[src/rtl/doorbell_sched.sv]
// Coalesces SQ tail / CQ head updates and issues one doorbell request at a time.
// Request to done is set by the writer; a done, timeout or link drop is always followed by one GAP cycle.
module doorbell_sched #(
    parameter int TIMEOUT_CYCLES = 1024,
    parameter int IDX_W          = 16
) (
    input  logic             user_clk,
    input  logic             user_reset_n,
    input  logic             user_lnk_up,
    input  logic             sq_tail_upd,
    input  logic [IDX_W-1:0] sq_tail_val,
    input  logic             cq_head_upd,
    input  logic [IDX_W-1:0] cq_head_val,
    input  logic             err_clr,
    output logic             write_sqtdbl,
    output logic [63:0]      sqt_addr,
    output logic             write_cqhdbl,
    output logic [63:0]      cqh_addr,
    input  logic             write_sqtdbl_done,
    input  logic             write_cqhdbl_done,
    output logic             sq_pending,
    output logic             cq_pending,
    output logic             db_timeout_err,
    output logic [31:0]      db_issue_cnt
);

    typedef enum logic [1:0] {IDLE, ISSUE, GAP} state_t;

    state_t           state;
    logic [IDX_W-1:0] sq_val;
    logic [IDX_W-1:0] cq_val;
    logic             sq_req;
    logic             cq_req;
    logic             last_cq;
    logic [15:0]      tmr;

    logic pick_cq;
    logic sel;
    logic sel_sq;
    logic sel_cq;
    logic done_hit;
    logic abort;
    logic restore_sq;
    logic restore_cq;

    // On a tie, serve the queue that did not go last.
    assign pick_cq    = cq_pending & (~sq_pending | ~last_cq);
    assign sel        = (state == IDLE) & user_lnk_up & (sq_pending | cq_pending);
    assign sel_sq     = sel & ~pick_cq;
    assign sel_cq     = sel & pick_cq;
    assign done_hit   = (state == ISSUE) &
                        ((sq_req & write_sqtdbl_done) | (cq_req & write_cqhdbl_done));
    assign abort      = (state == ISSUE) & ~done_hit & (~user_lnk_up | (tmr == 16'd0));
    assign restore_sq = abort & sq_req;
    assign restore_cq = abort & cq_req;

    // Masking with done keeps the writer from seeing a request in the cycle it finishes.
    assign write_sqtdbl = sq_req & ~write_sqtdbl_done;
    assign write_cqhdbl = cq_req & ~write_cqhdbl_done;

    always_ff @(posedge user_clk or negedge user_reset_n) begin
        if (!user_reset_n) begin
            sq_val     <= '0;
            cq_val     <= '0;
            sq_pending <= 1'b0;
            cq_pending <= 1'b0;
        end else begin
            // A fresh update beats both selection and an aborted value being put back.
            if (sq_tail_upd) begin
                sq_val     <= sq_tail_val;
                sq_pending <= 1'b1;
            end else if (sel_sq) begin
                sq_pending <= 1'b0;
            end else if (restore_sq && !sq_pending) begin
                sq_val     <= sqt_addr[IDX_W-1:0];
                sq_pending <= 1'b1;
            end

            if (cq_head_upd) begin
                cq_val     <= cq_head_val;
                cq_pending <= 1'b1;
            end else if (sel_cq) begin
                cq_pending <= 1'b0;
            end else if (restore_cq && !cq_pending) begin
                cq_val     <= cqh_addr[IDX_W-1:0];
                cq_pending <= 1'b1;
            end
        end
    end

    always_ff @(posedge user_clk or negedge user_reset_n) begin
        if (!user_reset_n) begin
            state          <= IDLE;
            sq_req         <= 1'b0;
            cq_req         <= 1'b0;
            sqt_addr       <= '0;
            cqh_addr       <= '0;
            last_cq        <= 1'b0;
            tmr            <= '0;
            db_issue_cnt   <= '0;
            db_timeout_err <= 1'b0;
        end else begin
            case (state)
                IDLE: begin
                    if (sel) begin
                        state <= ISSUE;
                        tmr   <= 16'(TIMEOUT_CYCLES - 1);
                        if (pick_cq) begin
                            cqh_addr <= 64'(cq_val);
                            cq_req   <= 1'b1;
                        end else begin
                            sqt_addr <= 64'(sq_val);
                            sq_req   <= 1'b1;
                        end
                    end
                end
                ISSUE: begin
                    if (done_hit) begin
                        sq_req       <= 1'b0;
                        cq_req       <= 1'b0;
                        last_cq      <= cq_req;
                        db_issue_cnt <= db_issue_cnt + 32'd1;
                        state        <= GAP;
                    end else if (abort) begin
                        sq_req <= 1'b0;
                        cq_req <= 1'b0;
                        state  <= GAP;
                    end else begin
                        tmr <= tmr - 16'd1;
                    end
                end
                GAP:     state <= IDLE;
                default: state <= IDLE;
            endcase

            // A timeout in the same cycle as err_clr leaves the flag set.
            if (abort && user_lnk_up)
                db_timeout_err <= 1'b1;
            else if (err_clr)
                db_timeout_err <= 1'b0;
        end
    end

endmodule

[config.mk]
export PLATFORM = sky130hd
export DESIGN_NAME = doorbell_sched
export DESIGN_NICKNAME = d
export VERILOG_FILES = /design/src/rtl/doorbell_sched.sv
export SDC_FILE = /design/constraint.sdc
export NUM_CORES = 1
export LEC_CHECK = 0
export BUFFER_PORTS_ARGS = -buffer_cell sky130_fd_sc_hd__buf_2
export CORE_ASPECT_RATIO = 0.75
export CORE_UTILIZATION = 55
export DETAILED_ROUTE_END_ITERATION = 12
export GPL_TIMING_DRIVEN = 0
export PLACE_DENSITY = 0.86
export SYNTH_ARGS = -nofsm -noshare
export SYNTH_HDL_FRONTEND = slang
export SYNTH_SLANG_ARGS = --single-unit
[constraint.sdc]
create_clock -name user_clk -period 3.32 [get_ports user_clk]
set_input_delay 0.332 -clock user_clk [delete_from_list [all_inputs] [get_ports user_clk]]
set_output_delay 0.332 -clock user_clk [all_outputs]
set_load 0.03 [all_outputs]
==> flow_metrics.tcl, run 1 <==
set metrics [dict create \
    outcome "finished, final reports clean" \
    cts_tree "built" \
    ys.warnings.count 0 \
    gpl.final_weighted_congestion 0.877 \
    timing.critical_path.from_type "flop" \
    syn_to_final_growth_pct 27.5 \
    tritoncts_num_sinks 120 \
    detail_route.wl_per_cell_um 14.4 \
    timing.reg2reg.worst_path_depth 8 \
    grt_pass1_vias 4578 \
    n_fill_cell 741 \
    multiInputGateArea_um2 2650 \
    clkSlewWorstSetupHoldPaths_ns 0.06 \
    hold_path.class "in2reg" \
    synthesis.area_um2 6100 \
    post_cts.resized_instances 0 \
    final_critical_period_ns 2.38 \
    worstReg2RegEnd "sq_val[9]$_DFFE_PN0P_" \
    timing_max_transition_violations_final 0 \
    io-pin-count 205 \
    leakagePower_nw 3.89 \
    io_buffers 107 \
    grt_overflow 0 \
    startpoint "tmr[0]$_DFFE_PN0P_" \
    core_area_um2 10500 \
    setup-violations-final 0 \
    total_clock_buffers_created_by_cts 17 \
    seqCellArea_um2 3000 \
    die-width_um 124 \
    start_util_pct 57.9 \
    clockRootBuffer "sky130_fd_sc_hd__clkbuf_16" \
    vdd_ir_drop_max_v 0.000615 \
    global_route.usage.total_pct 24.7 \
    rsz0062_at_grt "false" \
    syn_inst 573 \
    timing_worst_setup_path_type "reg2reg" \
    first_pass_grt_wire_length_um 21800 \
    stdcell_area_um2 7780 \
    r2r-start "tmr[0]$_DFFE_PN0P_" \
    layout.nets 839 \
    setup.worst_path.end_class "flop" \
    synth_seq_cells 120 \
    drive_above_1_share_pct 35.8 \
    synth_top_cells_by_area "sky130_fd_sc_hd__dfrtp_1, sky130_fd_sc_hd__buf_4, sky130_fd_sc_hd__mux2_2" \
    synth.avg_cell_area_um2 10.6 \
    totalWireLength_um 13600 \
    final_min_period_over_clock_period_pct 71.8 \
    clock_path_buffers 2 \
    synth_largest_type_area_fraction_pct 49.2 \
    finalHoldWorstSlack_ns 0.112 \
    drv.max_cap_violation_count 0 \
    grt_antenna_before_repair 0 \
    postCtsHoldBufs 1 \
    worst_ep_arrival_time_ns 2.71 \
    floorplan.die_area_um2 11500 \
    worstPathMaxFanout 10 \
    detail-route-antenna-nets 0 \
    post-cts-setup-buffer-count 0 \
    pin_count_of_the_biggest_net_entering_global_routing 64 \
    totalNegativeSetupSlack_ns 0 \
    timing.fmax_mhz 420 \
    powerDensity_nw_per_um2 708 \
    finalClockSkew_ns 0.00902 \
    reg2reg_setup_slack_ns 0.94 \
    synth_enable_flop_cells 0 \
    ys.flop_type "sky130_fd_sc_hd__dfrtp_1" \
    critPathRequiredTime_ns 3.65 \
    post_synth_num_cell_types 45 \
    dpl.hpwl_um 9810 \
    drt_pass1_iterations 5 \
    synth_top_area_cell "sky130_fd_sc_hd__dfrtp_1" \
    ctsHtreeMaxLevel 4 \
    critical_path_end "sq_val[9]$_DFFE_PN0P_" \
    max_slew_margin_pct 41.7 \
    synth.yosys.seq_area_share_pct 49.2 \
    vias 4707 \
    clk_latency_ns 0.41 \
    antennaDiodeCount 0 \
    async_flop_share_pct 100 \
    finalHoldViolCount 0 \
    placed_cell_area_um2 7190 \
    detailedRoute.firstIterationViolations 234 \
    worst_pin_slew_ns 0.868 \
    routed_via_density 4.98 \
    floorplan.die.height_um 93.2 \
    fp-row-count 32 \
    remaining_drc_errors 0 \
]
worst min-delay path by stage:
| stage | startpoint | to | slack, ns | cells after the start |
|---|---|---|---|---|
| global placement | db_issue_cnt[31]$_DFFE_PN0P_ | db_issue_cnt[31]$_DFFE_PN0P_ | 0.46 | 1 |
| detailed placement | user_reset_n | sqt_addr[5]$_DFFE_PN0P_ | 0.33 | 1 |
| CTS | err_clr | db_timeout_err$_DFFE_PN0P_ | 0.10 | 2 |
| global route | err_clr | db_timeout_err$_DFFE_PN0P_ | 0.11 | 2 |
| finish | err_clr | db_timeout_err$_DFFE_PN0P_ | 0.11 | 2 |
| floorplan | user_reset_n | cq_pending$_DFFE_PN0P_ | 0.04 | 0 |
synthesized netlist by cell type (5+ instances only):
| cell type | n |
|---|---|
| sky130_fd_sc_hd__a21oi_1 | 56 |
| sky130_fd_sc_hd__and3_1 | 5 |
| sky130_fd_sc_hd__buf_4 | 97 |
| sky130_fd_sc_hd__clkbuf_1 | 10 |
| sky130_fd_sc_hd__dfrtp_1 | 120 |
| sky130_fd_sc_hd__inv_1 | 7 |
| sky130_fd_sc_hd__mux2_1 | 9 |
| sky130_fd_sc_hd__mux2_2 | 39 |
| sky130_fd_sc_hd__nand2_1 | 56 |
| sky130_fd_sc_hd__nand3_1 | 16 |
| sky130_fd_sc_hd__nand4_1 | 13 |
| sky130_fd_sc_hd__nor2_1 | 15 |
| sky130_fd_sc_hd__nor2b_1 | 29 |
| sky130_fd_sc_hd__nor3_1 | 7 |
| sky130_fd_sc_hd__nor4_1 | 6 |
| sky130_fd_sc_hd__xnor2_1 | 33 |
| sky130_fd_sc_hd__xor2_1 | 7 |
critical path, cell delays in order, from the launching register on:
cell and delay (ns):
sky130_fd_sc_hd__dfrtp_1 0.42, sky130_fd_sc_hd__inv_1 0.11, sky130_fd_sc_hd__ha_1 0.17, sky130_fd_sc_hd__nor3b_1 0.28, sky130_fd_sc_hd__nand4_2 0.31, sky130_fd_sc_hd__a21boi_2 0.42, sky130_fd_sc_hd__buf_2 0.30, sky130_fd_sc_hd__a21oi_1 0.10
sky130_fd_sc_hd__a21oi_1 0.18
where the power goes:
group	internal, W	switching (W)	total [W]
combinational	0.000602	0.00111	0.00171
sequential	0.00178	0.000260	0.00204
clock	0.00107	0.000686	0.00176
metal layers:
| layer | vias up | share of wire [%] | global-route usage, % | wire length [um] |
|---|---|---|---|---|
| li1 | 2227 | - | - | - |
| met1 | 2273 | 40 | 30.0 | 5500 |
| met2 | 180 | 51 | 42.6 | 6950 |
| met3 | 27 | 6.6 | 5.73 | 892 |
| met4 | 0 | 1.9 | 8.73 | 261 |
| met5 | - | 0 | 0 | 0 |
placed cells by master (no fill, tap or decap), drive strengths merged, types with 2 or more instances in the layout:
| master | Yosys | routed |
|---|---|---|
| nor3b | 2 | 2 |
| nand3b | 2 | 2 |
| or3 | 2 | 2 |
| clkinv | 0 | 6 |
| xnor2 | 33 | 33 |
| nand4 | 14 | 14 |
| a21boi | 3 | 3 |
| o21ai | 6 | 6 |
| and4b | 2 | 2 |
| xor2 | 7 | 7 |
| nor2b | 29 | 29 |
| ha | 3 | 3 |
| and4 | 3 | 3 |
| inv | 7 | 10 |
| a21oi | 56 | 56 |
| nand3 | 16 | 16 |
| or4 | 2 | 2 |
| dfrtp | 120 | 120 |
| nor3 | 8 | 8 |
| nand2 | 56 | 56 |
| clkinvlp | 0 | 3 |
| mux2 | 48 | 48 |
| nor2 | 15 | 15 |
| conb | 1 | 96 |
| buf | 100 | 208 |
| nand2b | 3 | 3 |
| nor4 | 10 | 10 |
| mux2i | 3 | 3 |
| and3 | 5 | 5 |
| clkbuf | 10 | 29 |
cells by family (layout without fill, tap and decap cells):
logic type,count (synthesis),count (layout),synth area share [%]
multiplexers,51,51,9.36
XOR/XNOR,40,40,5.74
buffers and inverters,117,258,13.2
AND/OR/NAND/NOR,171,171,15.4
adder cells (fa/ha/maj),3,3,0.616
other,1,96,0.0615
flip-flops,120,120,49.2
AO/OA/AOI/OAI,70,70,6.36
area by class of cell:
cell class / count / area share, %
Buffer: 110 / 10.0
Clock buffer: 19 / 5.82
Clock inverter: 13 / 1.54
Inverter: 7 / 0.338
Multi-Input combinational cell: 431 / 34.0
Sequential cell: 120 / 38.6
Tap cell: 136 / 2.19
Timing Repair Buffer: 109 / 7.45
flip-flops by register name, summed over array words and instances (netlist names):
name            count
cq_pending          1
cq_req              1
cq_val             16
cqh_addr           16
db_issue_cnt       32
db_timeout_err      1
last_cq             1
sq_pending          1
sq_req              1
sq_val             16
sqt_addr           16
state               2
tmr                16
per-stage QoR:
stage          utilization [%]  total power (W)  setup WS, ns  cells
2_1_floorplan                -          0.00324          1.26    668
3_3_place_gp              68.0          0.00367         0.570    911
3_5_place_dp              68.3          0.00374         0.993    912
4_1_cts                   73.9          0.00552         0.947    945
5_1_grt                   73.9          0.00575         0.767    945
6_report                  73.9          0.00551         0.937    945
(Power assumes the default switching activity.)
==> inputs of run 2 (changes only) <==
--- a/config.mk
+++ b/config.mk
@@ -7,10 +7,10 @@
 export LEC_CHECK = 0
 export BUFFER_PORTS_ARGS = -buffer_cell sky130_fd_sc_hd__buf_2
 export CORE_ASPECT_RATIO = 0.75
-export CORE_UTILIZATION = 55
+export CORE_UTILIZATION = 46
 export DETAILED_ROUTE_END_ITERATION = 12
 export GPL_TIMING_DRIVEN = 0
-export PLACE_DENSITY = 0.86
+export PLACE_DENSITY = 0.77
 export SYNTH_ARGS = -nofsm -noshare
 export SYNTH_HDL_FRONTEND = slang
 export SYNTH_SLANG_ARGS = --single-unit
==> constraint.sdc (replaced) <==
create_clock -name user_clk -period 2 [get_ports user_clk]
set_input_delay 0.2 -clock user_clk [delete_from_list [all_inputs] [get_ports user_clk]]
set_output_delay 0.2 -clock user_clk [all_outputs]
set_load 0.03 [all_outputs]
==> run 2 against run 1 <==
Effect of this change:
- the run now ends with negative setup slack left
- via count down 0.34%
- global-route usage is 4.6 points lower
- routed wire length is 0.68% higher
- utilization fell by 9.3 points
- clock skew is 0.010 ns higher
- fmax increased by 16%
- hold slack worse by 0.098 ns
- cell count increased by 6.8%
- highest routed layer unchanged
==> flow_metrics.tcl, run 2 (synthesized netlist as in run 1, its figures left out) <==
set metrics [dict create \
    outcome "complete, but fails checks" \
    failed_checks "negative setup slack" \
    start_util_pct 47.0 \
    grt_pass1_vias 4145 \
    max_slew_margin_pct 50.9 \
    leakagePower_nw 4.15 \
    layout.cells.most_common_list "sky130_fd_sc_hd__buf_4, sky130_fd_sc_hd__dfrtp_1, sky130_fd_sc_hd__buf_2" \
    ctsHtreeMaxLevel 4 \
    critical_path.cell_chain "nor4_4 > buf_4 > and4_4 > o21ai_4 > buf_12 > mux2_4 > mux2_4" \
    worst_pin_slew_ns 0.729 \
    critPathBufInv 2 \
    clock_path_buffers 2 \
    hold_path.class "in2reg" \
    timing.critical_path.max_delay_family "simple AND/OR/NAND/NOR gates" \
    dpl.hpwl_um 8940 \
    r2r-start "tmr[14]$_DFFE_PN0P_" \
    antennaDiodeCount 0 \
    floorplan.die_area_um2 13700 \
    rsz0062_at_grt "true" \
    routed_via_density 4.65 \
    powerDensity_nw_per_um2 1140 \
    cp_common_cell "sky130_fd_sc_hd__mux2_4" \
    totalWireLength_um 13700 \
    drive_above_1_share_pct 42.5 \
    timing.reg2reg.worst_path_depth 7 \
    fp-row-count 36 \
    p_switching_w 0.00346 \
    final_critical_period_ns 2.06 \
    finalCoreUtilization_pct 64.5 \
    placed_cells_incl_taps 947 \
    detail_route.wl_per_cell_um 13.6 \
    drt_pass1_iterations 7 \
    io_buffers 107 \
    registers.top_by_ff_count "db_issue_cnt" \
    finalClockSkew_ns 0.0190 \
    proportion_of_power_drawn_by_flip_flops_and_latches_pct 35.5 \
    stdcell_count 1009 \
    io-pin-count 205 \
    grt_overflow 0 \
    die-width_um 135 \
    worst_ep_arrival_time_ns 2.35 \
    timing.critical_path.depth 7 \
    remaining_drc_errors 0 \
    drv.max_cap_violation_count 0 \
    gpl.final_weighted_congestion 0.778 \
    detailedRoute.firstIterationViolations 243 \
    cts_tree "built" \
    layout.cells.most_common "sky130_fd_sc_hd__buf_4" \
    vdd_ir_drop_max_v 0.000787 \
    syn_to_final_growth_pct 37.3 \
    timing.fmax_mhz 487 \
    detail-route-antenna-nets 0 \
    worst_hold_startpoint "cq_head_val[4]" \
    worstReg2RegEnd "cq_val[6]$_DFFE_PN0P_" \
    layout_setup_ws_ns -0.0554 \
    preCtsSetupSlack_ns -0.334 \
    global_route.usage.total_pct 20.1 \
    swShare_pct 36.3 \
    setup-violations-final 8 \
    combinationalPowerShare_pct 31.1 \
    max_stage_delay_ns 0.42 \
    timing.critical_path.from_type "flop" \
    reg2reg_setup_slack_ns -0.06 \
    finalHoldViolCount 0 \
    n_fill_cell 1021 \
    timing_max_transition_violations_final 0 \
    layout.nets 868 \
    setup.worst_path.end_class "flop" \
    clockRootBuffer "sky130_fd_sc_hd__clkbuf_16" \
    critPathRequiredTime_ns 2.30 \
    grt_antenna_before_repair 0 \
    clock_power_share_pct 33.4 \
    timing_worst_setup_path_type "reg2reg" \
    whs_path_depth 2 \
    hold_crit_endpoint "cq_val[4]$_DFFE_PN0P_" \
    internal-power_w 0.00607 \
    clkSlewWorstSetupHoldPaths_ns 0.06 \
    core_area_um2 13000 \
    worstPathMaxFanout 8 \
    pin_count_of_the_biggest_net_entering_global_routing 89 \
    largest_register_ffs 32 \
    tritoncts_num_sinks 120 \
    total_clock_buffers_created_by_cts 17 \
    final_min_period_over_clock_period_pct 103 \
    worst_path_max_delay_cell "sky130_fd_sc_hd__dfrtp_1" \
    floorplan.die.height_um 102 \
    clk_latency_ns 0.42 \
    vias 4691 \
    first_pass_grt_wire_length_um 21100 \
]
run 2: routing by layer:
metal / global-route usage (%) / vias up / part of all wire, %
met5: 0 / - / 0
met1: 27.7 / 2254 / 45
met3: 4.05 / 13 / 6.1
met2: 30.7 / 160 / 48
li1: - / 2264 / -
met4: 9.08 / 0 / 0.97
run 2: timing repair:
item | in CTS | in global routing
gates resized for setup | 28 | 28
hold buffers | 3 | 0
endpoints found under the setup margin | 49 | 72
hold endpoints to repair | 34 | 0
pin swaps | 5 | 12
setup buffers | 13 | 14
run 2: worst max path at each step:
| stage | end | from |
|---|---|---|
| 4_1_cts | cq_val[6]$_DFFE_PN0P_ | tmr[7]$_DFFE_PN0P_ |
| 5_1_grt | tmr[5]$_DFFE_PN0P_ | state[1]$_DFFE_PN0P_ |
| 3_3_place_gp | db_issue_cnt[6]$_DFFE_PN0P_ | user_reset_n |
| 6_report | cq_val[6]$_DFFE_PN0P_ | tmr[14]$_DFFE_PN0P_ |
| 2_1_floorplan | db_issue_cnt[19]$_DFFE_PN0P_ | db_issue_cnt[5]$_DFFE_PN0P_ |
| 3_5_place_dp | sq_val[8]$_DFFE_PN0P_ | tmr[0]$_DFFE_PN0P_ |
run 2: cell type report:
type / count / area [um2] / area share (%)
plain buffers: 110 / 787 / 9.40
clock buffers: 19 / 453 / 5.41
clock inverters: 13 / 166 / 1.99
inverters: 7 / 26.3 / 0.314
multi-input cells: 431 / 2890 / 34.5
flip-flops and latches: 120 / 3010 / 36.0
well taps: 171 / 214 / 2.56
repair buffers: 138 / 827 / 9.88
run 2: power groups by stage:
stage,Clock (W),Combinational [W],Sequential [W]
final,0.00319,0.00296,0.00338
after global placement,0,0.00277,0.00337
after global routing,0.00335,0.00317,0.00346
after floorplan,0,0.00130,0.00408
after CTS,0.00324,0.00292,0.00336
after detailed placement,0,0.00282,0.00339
run 2: per-stage QoR:
step	instance area (um2)	hold slack (ns)	power [W]	setup TNS [ns]
after floorplan	6470	-0.0956	0.00538	0
after global placement	7220	0.397	0.00614	-98.63
after detailed placement	7250	0.105	0.00620	-7.28
after CTS	8130	0.000874	0.00952	-0.0284
after global routing	8370	-0.000933	0.00998	-2.40
final	8370	0.0131	0.00953	-0.283
